[src/rtl/seg7_scan_decoder_if.sv]
// Display-loopback bus between a scanned 4-digit 7-segment display and its decoder.
//   seg_in      : segment bus, active-low, {a,b,c,d,e,f,g,dp}
//   dig_sel_n   : digit selects, active-low, bit i = digit i
//   hex_out     : recovered nibble of digit i on [4i+3:4i]
//   dp_out      : decimal point lit per digit
//   digit_err   : last capture of digit i matched no hex code
//   frame_valid : sticky, all four digits captured at least once
//   frame_done  : one-cycle pulse per completed frame
// master = display side (drives the bus), slave = decoder.
interface seg7_scan_decoder_if;
  logic [7:0]  seg_in;
  logic [3:0]  dig_sel_n;
  logic [15:0] hex_out;
  logic [3:0]  dp_out;
  logic [3:0]  digit_err;
  logic        frame_valid;
  logic        frame_done;

  modport master (
    output seg_in,
    output dig_sel_n,
    input  hex_out,
    input  dp_out,
    input  digit_err,
    input  frame_valid,
    input  frame_done
  );

  modport slave (
    input  seg_in,
    input  dig_sel_n,
    output hex_out,
    output dp_out,
    output digit_err,
    output frame_valid,
    output frame_done
  );
endinterface

[src/rtl/seg7_scan_decoder.sv]
// Samples a scanned, multiplexed 4-digit 7-segment bus and recovers each digit's hex
// nibble, decimal point and code validity once the bus has been stable for
// STABLE_CYCLES synchronized samples.
//   clk  : system clock, rising edge
//   rst  : asynchronous active-high reset
//   disp : slave side of seg7_scan_decoder_if (bus in, decoded digits out)
module seg7_scan_decoder #(
  parameter int unsigned STABLE_CYCLES = 4
) (
  input logic                 clk,
  input logic                 rst,
  seg7_scan_decoder_if.slave  disp
);

  localparam logic [7:0] StableCnt = 8'(STABLE_CYCLES);

  logic [7:0]  seg_s1_q, seg_s2_q, seg_p_q;
  logic [3:0]  dig_s1_q, dig_s2_q, dig_p_q;
  logic [7:0]  cnt_q, cnt_d;
  logic [15:0] hex_q, hex_d;
  logic [3:0]  dp_q, dp_d;
  logic [3:0]  err_q, err_d;
  logic [3:0]  seen_q, seen_d;
  logic        valid_q, valid_d;
  logic        done_q, done_d;

  logic        same;
  logic        capture;
  logic [3:0]  sel;
  logic        sel_onehot;
  logic [1:0]  idx;
  logic [4:0]  dec;

  // Returns {match, nibble}; dp is not part of the pattern.
  function automatic logic [4:0] decode(input logic [6:0] segs);
    case (segs)
      7'b0000001: decode = {1'b1, 4'h0};
      7'b1001111: decode = {1'b1, 4'h1};
      7'b0010010: decode = {1'b1, 4'h2};
      7'b0000110: decode = {1'b1, 4'h3};
      7'b1001100: decode = {1'b1, 4'h4};
      7'b0100100: decode = {1'b1, 4'h5};
      7'b0100000: decode = {1'b1, 4'h6};
      7'b0001111: decode = {1'b1, 4'h7};
      7'b0000000: decode = {1'b1, 4'h8};
      7'b0000100: decode = {1'b1, 4'h9};
      7'b0001000: decode = {1'b1, 4'hA};
      7'b1100000: decode = {1'b1, 4'hB};
      7'b1110010: decode = {1'b1, 4'hC};
      7'b1000010: decode = {1'b1, 4'hD};
      7'b0110000: decode = {1'b1, 4'hE};
      7'b0111000: decode = {1'b1, 4'hF};
      default:    decode = 5'b0_0000;
    endcase
  endfunction

  // Two-flop synchronizers plus the previous-sample register; reset to blank/no digit.
  always_ff @(posedge clk or posedge rst) begin
    if (rst) begin
      seg_s1_q <= 8'hFF;
      seg_s2_q <= 8'hFF;
      seg_p_q  <= 8'hFF;
      dig_s1_q <= 4'hF;
      dig_s2_q <= 4'hF;
      dig_p_q  <= 4'hF;
    end else begin
      seg_s1_q <= disp.seg_in;
      seg_s2_q <= seg_s1_q;
      seg_p_q  <= seg_s2_q;
      dig_s1_q <= disp.dig_sel_n;
      dig_s2_q <= dig_s1_q;
      dig_p_q  <= dig_s2_q;
    end
  end

  always_ff @(posedge clk or posedge rst) begin
    if (rst) begin
      cnt_q   <= 8'd0;
      hex_q   <= 16'h0000;
      dp_q    <= 4'h0;
      err_q   <= 4'h0;
      seen_q  <= 4'h0;
      valid_q <= 1'b0;
      done_q  <= 1'b0;
    end else begin
      cnt_q   <= cnt_d;
      hex_q   <= hex_d;
      dp_q    <= dp_d;
      err_q   <= err_d;
      seen_q  <= seen_d;
      valid_q <= valid_d;
      done_q  <= done_d;
    end
  end

  always_comb begin
    same = (seg_s2_q == seg_p_q) && (dig_s2_q == dig_p_q);
    // Fires only on the S-1 -> S step, so a saturated counter never recaptures.
    capture = same && (cnt_q == StableCnt - 8'd1);

    sel        = ~dig_s2_q;
    sel_onehot = (sel != 4'h0) && ((sel & (sel - 4'd1)) == 4'h0);
    idx        = 2'd0;
    for (int unsigned i = 0; i < 4; i++) begin
      if (sel[i]) idx = 2'(i);
    end
    dec = decode(seg_s2_q[7:1]);

    cnt_d = cnt_q;
    if (!same) begin
      cnt_d = 8'd0;
    end else if (cnt_q < StableCnt) begin
      cnt_d = cnt_q + 8'd1;
    end

    hex_d   = hex_q;
    dp_d    = dp_q;
    err_d   = err_q;
    // A full mask reports the frame one edge later and restarts collection.
    done_d  = (seen_q == 4'hF);
    valid_d = valid_q | done_d;
    seen_d  = done_d ? 4'h0 : seen_q;

    if (capture && sel_onehot) begin
      hex_d[{idx, 2'b00} +: 4] = dec[4] ? dec[3:0] : 4'h0;
      err_d[idx]  = ~dec[4];
      dp_d[idx]   = ~seg_s2_q[0];
      seen_d[idx] = 1'b1;
    end
  end

  assign disp.hex_out     = hex_q;
  assign disp.dp_out      = dp_q;
  assign disp.digit_err   = err_q;
  assign disp.frame_valid = valid_q;
  assign disp.frame_done  = done_q;

endmodule

[src/flat_wrapper.sv]
// flat-port wrapper written by rule: the top's interface ports become plain ports
module seg7_scan_decoder_flat 
#(
  parameter int unsigned STABLE_CYCLES = 4
)
  (clk, rst, disp_seg_in, disp_dig_sel_n, disp_hex_out, disp_dp_out, disp_digit_err, disp_frame_valid, disp_frame_done);
  seg7_scan_decoder_if disp_i ();
  input logic clk;
  input logic rst;
  input wire logic [$bits(disp_i.seg_in)-1:0] disp_seg_in;
  input wire logic [$bits(disp_i.dig_sel_n)-1:0] disp_dig_sel_n;
  output wire logic [$bits(disp_i.hex_out)-1:0] disp_hex_out;
  output wire logic [$bits(disp_i.dp_out)-1:0] disp_dp_out;
  output wire logic [$bits(disp_i.digit_err)-1:0] disp_digit_err;
  output wire logic [$bits(disp_i.frame_valid)-1:0] disp_frame_valid;
  output wire logic [$bits(disp_i.frame_done)-1:0] disp_frame_done;
  assign disp_i.seg_in = disp_seg_in;
  assign disp_i.dig_sel_n = disp_dig_sel_n;
  assign disp_hex_out = disp_i.hex_out;
  assign disp_dp_out = disp_i.dp_out;
  assign disp_digit_err = disp_i.digit_err;
  assign disp_frame_valid = disp_i.frame_valid;
  assign disp_frame_done = disp_i.frame_done;
  seg7_scan_decoder #(.STABLE_CYCLES(STABLE_CYCLES)) u_core (.clk(clk), .rst(rst), .disp(disp_i));
endmodule
[config.mk]
export PLATFORM = sky130hd
export DESIGN_NAME = seg7_scan_decoder_flat
export DESIGN_NICKNAME = d
export VERILOG_FILES = /design/src/rtl/seg7_scan_decoder_if.sv /design/src/rtl/seg7_scan_decoder.sv /design/src/flat_wrapper.sv
export SDC_FILE = /design/constraint.sdc
export NUM_CORES = 1
export LEC_CHECK = 0
export CORE_UTILIZATION = 50
export CTS_CLUSTER_SIZE = 16
export DETAILED_ROUTE_END_ITERATION = 10
export GPL_TIMING_DRIVEN = 1
export PLACE_DENSITY = 0.74
export SLEW_MARGIN = 40
export SYNTH_ARGS = -nofsm -noshare
export SYNTH_HDL_FRONTEND = slang
export SYNTH_SLANG_ARGS = --single-unit
[constraint.sdc]
create_clock -name clk -period 3 [get_ports clk]
set_input_delay 0.6 -clock clk [delete_from_list [all_inputs] [get_ports clk]]
set_output_delay 0.6 -clock clk [all_outputs]
set_load 0.01 [all_outputs]
==> flow_summary.toml, run 1 <==
[min_path]
whs_path_depth = 0
min_to = "u_core.seg_s2_q[7]"
worstHoldStart = "u_core.seg_s1_q[7]"
holdCritPathClass = "flop to flop"

[floorplanning]
core-area_sq_um = 5610
num_rows = 27
dieArea_sq_um = 6210
ios = 40
die_w_microns = 78.8
die_y_microns = 78.8
start_util_pct = 52.6

[sta]
rsz0062_at_grt = "false"
hold_violations = 0
setup_viol = 0
slew_violations = 0
fin_tns_setup_ps = 0
finClkSkew_ps = 13.8
worstMarginPinSlew_ps = 709
fmax_ghz = 0.437
period_share_pct = 76.2
post-route-min-period_ps = 2290
max-slew-margin-rel_pct = 52.6

[layout]
final_core_util_pct = 65.6
antenna_cells = 0
areaGrowthSynthToFinish_pct = 24.5
fin_nets = 278
nFillCells = 420
drive_gt1_share_pct = 29.1

[routing]
antenna_left = 0
routedWlPerCell_microns = 15.1
drc = 0
wl_microns = 5140
firstDrtPassIters = 4
num_vias = 1770
vias_per_cell = 5.21
first_iter_violations = 117

[worst_setup_path]
reg2reg_depth = 6
r2r_end = "u_core.disp.hex_out[7]"
r2r_start = "u_core.seg_s2_q[1]"
worstSetupEndpointType = "flop"
path_class = "flop to flop"
start_kind = "flop"
reg2reg_slack_ps = 710
arrival_ps = 2520
worst-path-max-fanout = 16
cp.required_ps = 3230

[cts]
clkSinkCount = 74
postCtsSetupRepairBufs = 0
cts_root_buf = "clkbuf_8"
tritoncts = "done"
insertion_delay_ps = 340
ctsResizeCount = 0
cts.path.max_buffers = 2
cts_buffers = 9
clk_pin_slew_ps = 80
cts_hold_buf = 0
htree_num_levels = 3

[yosys]
async_flop_share_pct = 100
synthTopCellsByArea = "dfrtp_1, dfstp_2, mux2_2"
synth_top_area_cell = "dfrtp_1"
yosysMostFrequentCell = "dfrtp_1"
synth_nets = 236
ys_ff_latch = 74
synth_edf_count = 0
synth.cell_area_sq_um = 2950
synth.distinct_cells = 46
syn_inst = 221
avgSynthCellArea_sq_um = 13.4
yosys_most_used_dff = "dfrtp_1"
synth_top_area_share_pct = 32.2
synthTopCellsByCount = "dfrtp_1, dfstp_2, inv_1"
synth_warnings = 0
ys_seq_area_share_pct = 64.3

[pwr]
ir_drop_v = 0.000352
p_comb_share_pct = 3.9
swShare_pct = 20.6
internal_power_uw = 1690
clock_power_share_pct = 45.7
p_leak_uw = 0.00167
switching_power_uw = 441
seq_power_share_pct = 50.4
p_per_area_nw_per_um2 = 581

[placement]
gp_congestion = 0.768
dp_hpwl_microns = 3350
io_buffers = 39

[grt]
grt_remaining_overflow = 0
grt_max_degree = 38
grt_pass1_vias = 1695
track_usage_pct = 18.7
antenna_found_initial = 0
grt_pass1_wl_microns = 8460

[status]
status = "completed"

[run]
maxCapViolCount = 0
## layout by cell type (no fill, tap or decap), types with 6 or more instances in the layout
master / instances
nand2_1: 12
dfstp_2: 36
mux2_2: 12
inv_1: 14
clkbuf_8: 9
clkdlybuf4s50_1: 39
xnor2_1: 14
and2_1: 6
mux2i_1: 13
dfrtp_1: 38
nand4_1: 7
## kinds of logic (layout without fill, tap and decap cells)
group	after synthesis	in the layout	synth area share, %
xor+xnor	15	15	4.45
flops	74	74	64.3
simple gates	65	65	14.5
fa+ha+maj	1	1	0.424
mux	25	25	8.99
compound gates	15	15	3.77
buf+inv	26	73	3.65
## routing by layer
metal | track usage, % | part of all wire, % | up-vias
li1 | - | - | 845
met1 | 25.4 | 46 | 851
met2 | 28.3 | 48 | 66
met3 | 3.91 | 4.4 | 8
met4 | 10.2 | 1.8 | 0
met5 | 0 | 0 | -
## final cells by class
type                    instances  area (sq um)  share of cell area [%]
well taps                      72          90.1                    2.45
inverters                      15          56.3                    1.53
multi-input cells             121           947                    25.8
clock buffers                  11           153                    4.15
clock inverters                 5           108                    2.93
flip-flops and latches         74          1900                    51.6
repair buffers                 42           425                    11.6
## how the worst max path moves through the flow
stage / end / cells past startpoint / slack [ps] / startpoint
after floorplan: u_core.cnt_q[0] / 1 / 580 / rst
after global placement: u_core.disp.hex_out[7] / 6 / 840 / u_core.seg_s2_q[6]
after detailed placement: u_core.disp.hex_out[7] / 6 / 760 / u_core.seg_s2_q[6]
after CTS: u_core.disp.hex_out[7] / 6 / 690 / u_core.seg_s2_q[1]
after global routing: u_core.disp.hex_out[7] / 6 / 610 / u_core.seg_s2_q[1]
final: u_core.disp.hex_out[7] / 6 / 710 / u_core.seg_s2_q[1]
## critical path: stages, from the launching register on
cell and delay, ps:
dfstp_2 720, xnor2_1 190, nand4_1 160, nor3_2 190
buf_4 200, nand4_2 310, mux2_2 390
## stage by stage
stage / setup slack (ps) / cell area [sq um] / total power (uW) / instances / hold WS, ps
3_5_place_dp: 757 / 3420 / 1180 / 324 / 347
6_report: 714 / 3680 / 2140 / 340 / 356
2_1_floorplan: 578 / 2950 / 1140 / 221 / 345
4_1_cts: 689 / 3680 / 2160 / 340 / 357
3_3_place_gp: 836 / 3420 / 1170 / 324 / 345
5_1_grt: 608 / 3680 / 2210 / 340 / 359
## flip-flops by register name, summed over array words and instances, names as in the netlist, 8 cells and up
| name | cells |
|---|---|
| u_core.cnt_q | 8 |
| u_core.seg_p_q | 8 |
| u_core.seg_s1_q | 8 |
| u_core.disp.hex_out | 16 |
| u_core.seg_s2_q | 8 |
## power by group through the flow
stage / clock (uW) / sequential (uW) / combinational (uW)
2_1_floorplan: 0 / 1070 / 67.7
3_3_place_gp: 0 / 1090 / 82.9
3_5_place_dp: 0 / 1090 / 84.4
4_1_cts: 1000 / 1080 / 85.5
5_1_grt: 1040 / 1080 / 93.2
6_report: 977 / 1080 / 83.3
Power figures use the tool's default switching activity.
==> run 2: changes to the inputs <==
CORE_UTILIZATION = 49   (was 50)
PLACE_DENSITY = 0.75   (was 0.74)
clock period = 1.93 ns   (was 3 ns; I/O delays follow)
==> run 2 against run 1 <==
Against the previous run: hold slack improved by 1.2 ps; the run now ends with setup timing left; total power increased by 43%; combinational power increased to 2.9 times the previous value; critical path type unchanged; global-route usage increased by 2.6 points; via count increased by 14%.
==> flow_summary.toml, run 2 (synthesized netlist as in run 1, its figures left out) <==
[routing]
first_iter_violations = 88
drc = 0
firstDrtPassIters = 4
met1_length_microns = 2730
num_vias = 2010
top_layer_used = "met4"
antenna_left = 0
wl_microns = 6150
routedWlPerCell_microns = 15.9
route.met3.wl_microns = 261
wl_met2_microns = 2980
vias_per_cell = 5.19

[worst_setup_path]
arrival_ps = 2220
worst-path-max-fanout = 7
slowest_stage = "dfstp_2"
start_kind = "flop"
slowest_delay_ps = 620
path_buf_inv = 1
path_class = "flop to flop"
critical_path.cell_chain = "buf_6 -> a211oi_2 -> a31o_2 -> a211o_1 -> or4_4 -> mux2i_1"
cp_top_family = "flip-flops"
cp.required_ps = 2200
worstSetupEndpointType = "flop"

[layout]
nFillCells = 360
areaGrowthSynthToFinish_pct = 40.1
final_cell_mix = "clkdlybuf4s50_1, dfrtp_1, buf_4, dfstp_2, inv_1"
final_common_cell = "clkdlybuf4s50_1"
final_cells = 387
antenna_cells = 0
drive_gt1_share_pct = 42.9
fin_nets = 325
largest_reg_flops = 16

[floorplanning]
ios = 40
num_rows = 27
die_y_microns = 79.6
start_util_pct = 52.3
core-area_sq_um = 5640
dieArea_sq_um = 6340
die_w_microns = 79.6

[grt]
grt_pass1_wl_microns = 9900
grt_pass1_vias = 2013
antenna_found_initial = 0
grt_remaining_overflow = 0
grt_max_degree = 75
track_usage_pct = 21.3

[cts]
htree_num_levels = 3
cts_root_buf = "clkbuf_8"
cts_hold_buf = 0
clk_pin_slew_ps = 80
clkSinkCount = 74
insertion_delay_ps = 340
cts_buffers = 9
cts.path.max_buffers = 2
tritoncts = "done"

[pwr]
report.power.total_uw = 3050
ir_drop_v = 0.000469
p_leak_uw = 0.00190
p_per_area_nw_per_um2 = 737

[placement]
gp_congestion = 0.836
dp_hpwl_microns = 3780
place_inst = 350
io_buffers = 39

[sta]
max-slew-margin-rel_pct = 68.7
hold_violations = 0
post-route-min-period_ps = 1950
finClkSkew_ps = 7.73
fin_ws_ps = -22.8
slew_violations = 0
holdWs_ps = 357
setup_viol = 4
rsz0062_at_grt = "true"
period_share_pct = 101
fmax_ghz = 0.512
worstMarginPinSlew_ps = 469

[status]
status = "finished, violations left"
violations = "setup timing"

[min_path]
holdCritPathClass = "flop to flop"

[run]
maxCapViolCount = 0
==> run 2: cell type report <==
type                            count  area (sq um)  area share [%]
Sequential cell                    74          1900            45.9
Inverter                           15          60.1            1.45
Clock inverter                      7          67.6            1.63
Multi-Input combinational cell    121          1060            25.6
Timing Repair Buffer               89           838            20.3
Tap cell                           72          90.1            2.18
Clock buffer                        9           124            3.00
==> run 2: path summary, 6_finish.rpt <==
check	startpoint	endpoint	slack [ps]	depth (start not counted)
worst max register to register	u_core.seg_s2_q[7]	u_core.disp.digit_err[2]	-20	6
min in group asynchronous	rst	u_core.disp.dp_out[0]	500	3
worst max-delay path	u_core.seg_s2_q[7]	u_core.disp.digit_err[2]	-20	6
max in group asynchronous	rst	u_core.seg_p_q[6]	1100	3
worst min-delay path	u_core.seg_s1_q[1]	u_core.seg_s2_q[1]	360	0
worst min register to register	u_core.seg_s1_q[1]	u_core.seg_s2_q[1]	360	0
==> run 2: report_power, final <==
| group | switching, uW | internal, uW | leakage, uW | total (uW) |
|---|---|---|---|---|
| sequential | 30.1 | 1620 | 0.000910 | 1650 |
| combinational | 113 | 132 | 0.000894 | 245 |
| clock | 561 | 592 | 0.0000931 | 1150 |
==> run 2: metrics by stage <==
| stage | setup slack [ps] | area (sq um) | util (%) | setup TNS [ps] |
|---|---|---|---|---|
| finish | -22.8 | 4130 | 73.3 | -66.6 |
| global route | -112 | 4130 | 73.3 | -857 |
| CTS | -1.90 | 3970 | 70.3 | -1.90 |
| detailed placement | -75.1 | 3630 | 64.3 | -510 |
| global placement | -54.8 | 3630 | 64.3 | -226 |
| floorplan | 5.40 | 2960 | - | 0 |
==> run 2: repair_timing <==
item,in CTS,in global routing
resized for setup,11,20
setup buffers,11,12
cloned,0,0
pin swaps,2,14
setup endpoints to repair,16,24
==> run 2: layer usage <==
layer | global-route usage, % | up-vias
met5 | 0 | -
met4 | 9.64 | 0
met1 | 28.8 | 979
li1 | - | 941
met2 | 33.4 | 74
met3 | 3.77 | 16
